### src/rtl/l1_writeback_sender.sv
// L1-side write-back transmitter: queues dirty lines and replays them to L2
// as single-cycle flush strobes, throttled by l2_busy.
module l1_writeback_sender #(
   parameter int DEPTH  = 4,
   parameter int DATA_W = 32,
   parameter int ADDR_W = 32,
   parameter int TAG_W  = 24
) (
   input  logic                       clk,
   input  logic                       reset,
   input  logic                       evict_valid,
   input  logic [ADDR_W-1:0]          evict_address,
   input  logic [DATA_W-1:0]          evict_data,
   output logic                       evict_ready,
   input  logic                       l2_busy,
   output logic                       flush,
   output logic [ADDR_W-1:0]          bus_address_out,
   output logic [DATA_W-1:0]          bus_data_out,
   output logic [TAG_W-1:0]           bus_tag_out,
   output logic [$clog2(DEPTH+1)-1:0] fifo_count,
   output logic                       queue_empty,
   output logic                       overflow_err
);

   localparam int PW = $clog2(DEPTH);
   localparam int CW = $clog2(DEPTH+1);

   typedef enum logic [1:0] {
      IDLE,
      SEND,
      GAP
   } state_t;

   state_t state;
   state_t state_nx;

   logic [ADDR_W-1:0] addr_q [DEPTH];
   logic [DATA_W-1:0] data_q [DEPTH];

   logic [PW-1:0] head;
   logic [PW-1:0] tail;
   logic [PW-1:0] last;
   logic          pop;
   logic          push;
   logic          coalesce;
   logic          full;
   logic          nonempty;

   assign last     = tail - PW'(1);
   assign full     = (fifo_count == CW'(DEPTH));
   assign nonempty = (fifo_count != '0);

   // The tail entry is only being popped when it is also the head.
   assign coalesce = evict_valid && nonempty
                  && (evict_address == addr_q[last])
                  && !(pop && fifo_count == CW'(1));

   assign evict_ready = !full || coalesce;
   assign push        = evict_valid && evict_ready && !coalesce;
   assign queue_empty = !nonempty && (state == IDLE);

   always_comb begin
      state_nx = state;
      pop      = 1'b0;
      unique case (state)
         IDLE, GAP: begin
            if (nonempty && !l2_busy) begin
               pop      = 1'b1;
               state_nx = SEND;
            end else begin
               state_nx = IDLE;
            end
         end
         SEND:    state_nx = GAP;
         default: state_nx = IDLE;
      endcase
   end

   always_ff @(posedge clk or negedge reset) begin
      if (!reset) begin
         state <= IDLE;
      end else begin
         state <= state_nx;
      end
   end

   always_ff @(posedge clk or negedge reset) begin
      if (!reset) begin
         head            <= '0;
         tail            <= '0;
         fifo_count      <= '0;
         flush           <= 1'b0;
         bus_address_out <= '0;
         bus_data_out    <= '0;
         bus_tag_out     <= '0;
         overflow_err    <= 1'b0;
      end else begin
         flush <= pop;
         if (push) begin
            tail <= tail + PW'(1);
         end
         if (pop) begin
            head            <= head + PW'(1);
            bus_address_out <= addr_q[head];
            bus_data_out    <= data_q[head];
            bus_tag_out     <= {addr_q[head][ADDR_W-1 -: TAG_W-1], 1'b1};
         end
         if (push && !pop) begin
            fifo_count <= fifo_count + CW'(1);
         end else if (pop && !push) begin
            fifo_count <= fifo_count - CW'(1);
         end
         if (evict_valid && !evict_ready) begin
            overflow_err <= 1'b1;
         end
      end
   end

   // Storage needs no reset: entries are only read once counted as valid.
   always_ff @(posedge clk) begin
      if (push) begin
         addr_q[tail] <= evict_address;
         data_q[tail] <= evict_data;
      end else if (coalesce) begin
         data_q[last] <= evict_data;
      end
   end

endmodule
### config.mk
export PLATFORM = sky130hd
export DESIGN_NAME = l1_writeback_sender
export DESIGN_NICKNAME = d
export VERILOG_FILES = /design/src/rtl/l1_writeback_sender.sv
export SDC_FILE = /design/constraint.sdc
export NUM_CORES = 1
export LEC_CHECK = 0
export CORE_AREA = 3 3 253 131
export DETAILED_ROUTE_END_ITERATION = 6
export DIE_AREA = 0 0 256 134
export PLACE_DENSITY = 0.79
export REMOVE_ABC_BUFFERS = 1
export SKIP_LAST_GASP = 1
export SLEW_MARGIN = 20
export SYNTH_ARGS = -nofsm -noshare
export SYNTH_HDL_FRONTEND = slang
export SYNTH_SLANG_ARGS = --single-unit
### constraint.sdc
create_clock -name clk -period 5.4 [get_ports clk]
set_input_delay 0.81 -clock clk [delete_from_list [all_inputs] [get_ports clk]]
set_output_delay 0.81 -clock clk [all_outputs]
set_load 0.02 [all_outputs]
# == Word level (Yosys, flattened, before mapping) ==
# Memory sizes are Yosys's and may differ from the RTL's. A register that Yosys moved wholly into a read port is not among the register bits.
# Index checks and enable logic that the tools add are counted.
# word_totals
rom_bits,0
wordCells,60
out_inout_bits,95
ff_bits,67
in_bits,68
mem_bits_rw,256
n_memories,2
latchBits,0
# classes
addsub,5
shift,0
bitwise,0
div,0
n_reduce_logical,26
muxes,14
order_cmp,0
n_mul,0
eq_ne,5
# mem_list
name,words,width,read_ports,rd_ports_with_merged_regs,write_ports,line,rtl
addr_q,4,32,2,0,1,37,logic [ADDR_W-1:0] addr_q [DEPTH];
data_q,4,32,1,1,1,38,logic [DATA_W-1:0] data_q [DEPTH];
# ops
op,count
$eq A32 B32 Y1,1
$mux W32,1
$reduce_or A32 Y1,1
$logic_and A1 B1 Y1,11
$logic_not A1 Y1,9
$mux W1,9
$mux W3,2
$add A2 B1 Y2 const B,2
$pmux W2 S2,1
$add A3 B1 Y3 const B,1
$eq A3 B1 Y1 const B,1
$eq A3 B3 Y1 const B,1
$reduce_bool A3 Y1,1
$sub A3 B1 Y3 const B,1
$eq A2 B1 Y1 const B,1
$eq A2 B2 Y1 const B,1
$logic_not A2 Y1,1
$mux W2,1
$reduce_bool A2 Y1,1
$reduce_or A2 Y1,1
$sub A2 B1 Y2 const B,1
$logic_or A1 B1 Y1,1

# == Logic depth before layout (Yosys ltp) ==
# depth
ltp_word,14
depth_mapped,17
depth_no_buf,12

# == Worst setup path before layout ==
# No wires, ideal clock.
# synth_timing
path_kind,reg2reg
start,reg tail[0]
end,"mem data_q[1][0], enable pin"
n_path_buf,5
setup_slack_ns,0.303
setup_ns,0.435
t_arrival_ns,4.662
required_time_ns,4.965
path_stages_with_launch,15
synth_period_minus_slack_ns,5.097
path_cell_list,dfrtp_1 buf_4 inv_1 buf_2 ha_1 buf_4 buf_2 mux2_2 a32oi_1 o2111ai_1 nor4_1 o2111a_1 and2_1 buf_6 mux2i_1
# synth_between
elab_chain_len,12
word_cells_on_any_way,17
cone_classes,1 x add/sub; 1 x eq/ne; 7 x mux; 7 x reduce/logical; 1 x memory
# synth_lines
element,line,rtl
start: declaration,41,logic [PW-1:0] tail;
start signal: assignment,100,tail <= tail + PW'(1);
$sub A2 B1 Y2 *,49,assign last = tail - PW'(1);
named net last[0],42,logic [PW-1:0] last;
$mem_v2 Z4 W32,n/a,
$eq A32 B32 Y1,55,&& (evict_address == addr_q[last])
$logic_and A1 B1 Y1,55,
$logic_and A1 B1 Y1,56,&& !(pop && fifo_count == CW'(1));
$logic_or A1 B1 Y1,58,assign evict_ready = !full || coalesce;
$logic_and A1 B1 Y1 (2 in a row),59,assign push = evict_valid && evict_ready && !coalesce;
$mux W1,121,if (push) begin
$mux W1 (not written as such),125,data_q[last] <= evict_data;
$reduce_or A32 Y1 (no source line),n/a,
$mux W2 (no source line) / $mux W1 (equally long branches),n/a,
end: declaration,38,
# The timed path passes the listed nets; every way through them passes the cells marked *.

# == Worst setup path after layout ==
# layout_timing
start,reg tail[1]
end,out evict_ready
# layout_between
elab_chain_len,6
# layout_lines
element,line,rtl
$sub A2 B1 Y2,49,
$mem_v2 Z4 W32,n/a,
$eq A32 B32 Y1,55,
$logic_and A1 B1 Y1,55,
$logic_and A1 B1 Y1,56,
$logic_or A1 B1 Y1,58,
end: declaration,14,"output logic evict_ready,"
# Every way passes these cells.

==> reports/metrics.yaml <==
timing:
  hold_viol_final: 0
  slew_headroom_pct: 38.3
  period_share_pct: 94.6
  layout_setup_ws_ps: 291
  holdWs_ps: 300
  fmax_ghz: 0.196
  finalWorstPathRequiredPeriod_ps: 5110
  finClkSkew_ps: 23.4
  rsz0062_at_grt: "false"
  finalSetupViolCount: 0
  final-max-slew-violation-count: 0
  setup_tns_ps: 0
  worstMarginPinSlew_ps: 925
floorplan:
  die_area_um2: 34300
  io-pin-count: 163
  num_rows: 46
  die_w_um: 256
  die_y_um: 134
  initial_core_util_pct: 44.3
  core_area_um2: 31300
power_and_ir_drop:
  p_sw_mw: 3.34
  cellPowerDensity_nw_per_um2: 599
  power_frac_comb_pct: 40.2
  power_mw: 10.1
  p_clk_share_pct: 20.6
  swShare_pct: 33.1
  seqPwrFrac_pct: 39.2
  internal-power_mw: 6.74
  leakagePower_nw: 5.79
  peakVddDrop_uv: 243
logic_synthesis:
  synth-edff-count: 256
  synthDistinctLibCells: 46
  netlist_instances: 707
  synthTopCellsByArea: "edfxtp_1 (56%), dfrtp_1 (14%), mux4_2 (13%)"
  yosysMostFrequentCell: "edfxtp_1"
  synth_seq_area_share_pct: 69.3
  syn_area_per_cell_um2: 19.6
  synth.largest_area_cell: "edfxtp_1"
  ys_warn_count: 0
  netlist_top_cells_count: "edfxtp_1 (256), mux4_2 (77), dfrtp_1 (76)"
  synth_seq_cells: 332
  async_flop_share_pct: 22.9
  synth_flop_cell: "edfxtp_1"
  syn-cell-area_um2: 13800
  synth_top_area_share_pct: 55.5
run:
  drv_cap: 0
placed_design:
  dp_hpwl_um: 19600
  portBuffers: 162
  place_area_um2: 15900
  dp_slack_ps: 598
  place_inst: 1262
  place.gp.congestion: 0.803
worst_setup_path:
  required_ps: 4590
  endpoint_kind: "output port"
  start_kind: "flop"
  path_class: "flop to output port"
  cp.arrival_ps: 4300
  worstPathMaxFanout: 21
global_routing:
  grt_max_degree: 46
  overflow: 0
  antenna_found_initial: 1
  groute.usage.overall_pct: 17.8
  grt_pass1_vias: 7479
  grt_pass1_wl_um: 46000
layout:
  final_area_um2: 16800
  final_util_pct: 53.8
  drive_above_1_share_pct: 24.6
  antenna-diode-count: 0
  area_delta_synth_final_pct: 21.5
  layout.nets: 939
  stdcell_count: 1317
detailed_routing:
  wire_per_inst_um: 22.8
  ant_nets: 0
  drc: 0
  drt_iter0_markers: 516
  dr.pass1.iters: 5
  vias: 7200
  wl_um: 30000
  via_per_inst: 5.47
cts:
  cts_made_buffers: 30
  clockRootBuffer: "clkbuf_16"
  clkSlewWorstSetupHoldPaths_ps: 70
  htree_levels: 1
  cts_tree: "yes"
  clockBufferDepth: 3
  cts_sinks: 332
  clkLatencyLatePin_ps: 560
run_status:
  status: "completed"
hold_path:
  worstHoldPathType: "input port to asynchronous set/reset pin"
-- worst max-delay path, cell delays in order, from the launching register on --
cell	delay [ps]
dfrtp_1	430
inv_1	150
ha_4	520
buf_4	300
mux4_2	340
xnor2_1	160
o21ai_0	120
nor4_1	450
o2111a_1	420
a21oi_1	160
inv_1	80
clkdlybuf4s50_1	600
-- logic make-up after synthesis --
logic type,synth area share [%]
flip-flops,69.3
multiplexers,21.7
buffers and inverters,2.71
AND/OR/NAND/NOR,1.89
AO/OA/AOI/OAI,1.95
XOR/XNOR,1.71
adder cells (fa/ha/maj),0.813
-- power groups by stage --
stage / Clock, mW / Sequential, mW / Combinational [mW]
2_1_floorplan: 0 / 4.43 / 2.11
3_3_place_gp: 0 / 3.98 / 4.01
3_5_place_dp: 0 / 4.01 / 4.07
4_1_cts: 2.14 / 3.97 / 4.09
5_1_grt: 2.24 / 4.05 / 4.33
6_report: 2.07 / 3.95 / 4.05
-- per-layer routing --
metal | part of all wire (%) | vias up | global-route usage (%)
met5 | 0.043 | - | 0
met4 | 1.4 | 2 | 3.38
met3 | 6.4 | 36 | 3.90
met2 | 45 | 257 | 26.7
met1 | 47 | 3786 | 27.1
li1 | - | 3119 | -
-- layout make-up --
class / instances / area, um^2
fill: 2449 / 14400
sequential: 332 / 9600
multi-input combinational: 309 / 3940
timing repair buffer: 179 / 1750
clock buffer: 45 / 848
tap: 432 / 541
clock inverter: 10 / 100
inverter: 10 / 38.8
-- timing repair --
| item | 4_1_cts | 5_1_grt |
|---|---|---|
| setup endpoints to repair | 0 | 1 |
| buffers inserted | 0 | 0 |
| hold buffers | 0 | 0 |
| gates resized for setup | 0 | 1 |
-- worst paths after layout --
kind | from | end | slack [ps] | cells past startpoint
min | reset | bus_address_out[24]$_DFFE_PN0P_ | 300 | 1
max | tail[1]$_DFFE_PN0N_ | evict_ready | 290 | 11
min in group clk | state[1]$_DFF_PN0_ | state[1]$_DFF_PN0_ | 430 | 1
min reg2reg | state[1]$_DFF_PN0_ | state[1]$_DFF_PN0_ | 430 | 1
max in group asynchronous | reset | head[1]$_DFFE_PN0P_ | 4080 | 2
max reg2reg | tail[1]$_DFFE_PN0N_ | data_q[3][19]$_DFFE_PP_ | 820 | 11
-- layout by cell type, fill, tap and decap left out, types with 2 or more instances in the layout --
| cell type | netlist | routed |
|---|---|---|
| nor2b_1 | 2 | 2 |
| a221oi_1 | 2 | 2 |
| ha_1 | 9 | 8 |
| mux2i_1 | 33 | 29 |
| o22ai_1 | 2 | 2 |
| bufinv_16 | 0 | 2 |
| clkinv_2 | 0 | 5 |
| nor3_1 | 2 | 2 |
| clkbuf_8 | 0 | 2 |
| edfxtp_1 | 256 | 256 |
| mux2i_4 | 0 | 4 |
| nor4_1 | 2 | 2 |
| xnor2_1 | 15 | 15 |
| clkinv_1 | 0 | 3 |
| buf_4 | 27 | 18 |
| and2_1 | 6 | 6 |
| xor2_1 | 12 | 12 |
| dfrtp_1 | 76 | 73 |
| clkbuf_1 | 11 | 12 |
| o221ai_1 | 3 | 3 |
| inv_1 | 10 | 9 |
| o211ai_1 | 2 | 2 |
| clkbuf_16 | 0 | 31 |
| dfrtp_4 | 0 | 2 |
| o2111ai_1 | 3 | 3 |
| mux4_1 | 5 | 5 |
| o21ai_0 | 9 | 9 |
| mux4_2 | 77 | 77 |
| nand2b_1 | 4 | 4 |
| nand3_1 | 9 | 9 |
| mux2_2 | 70 | 70 |
| clkdlybuf4s50_1 | 0 | 161 |
| nand2_1 | 14 | 14 |
| nor2_1 | 7 | 7 |
| a21oi_1 | 5 | 5 |
-- registers in the layout, indices dropped and copies added (netlist names) --
register and flops:
head 2, data_q 128, addr_q 128, bus_address_out 32
state 2, bus_data_out 32, flush 1, tail 2
fifo_count 3, overflow_err 1, bus_tag_out 1
Power figures use the tool's default switching activity.
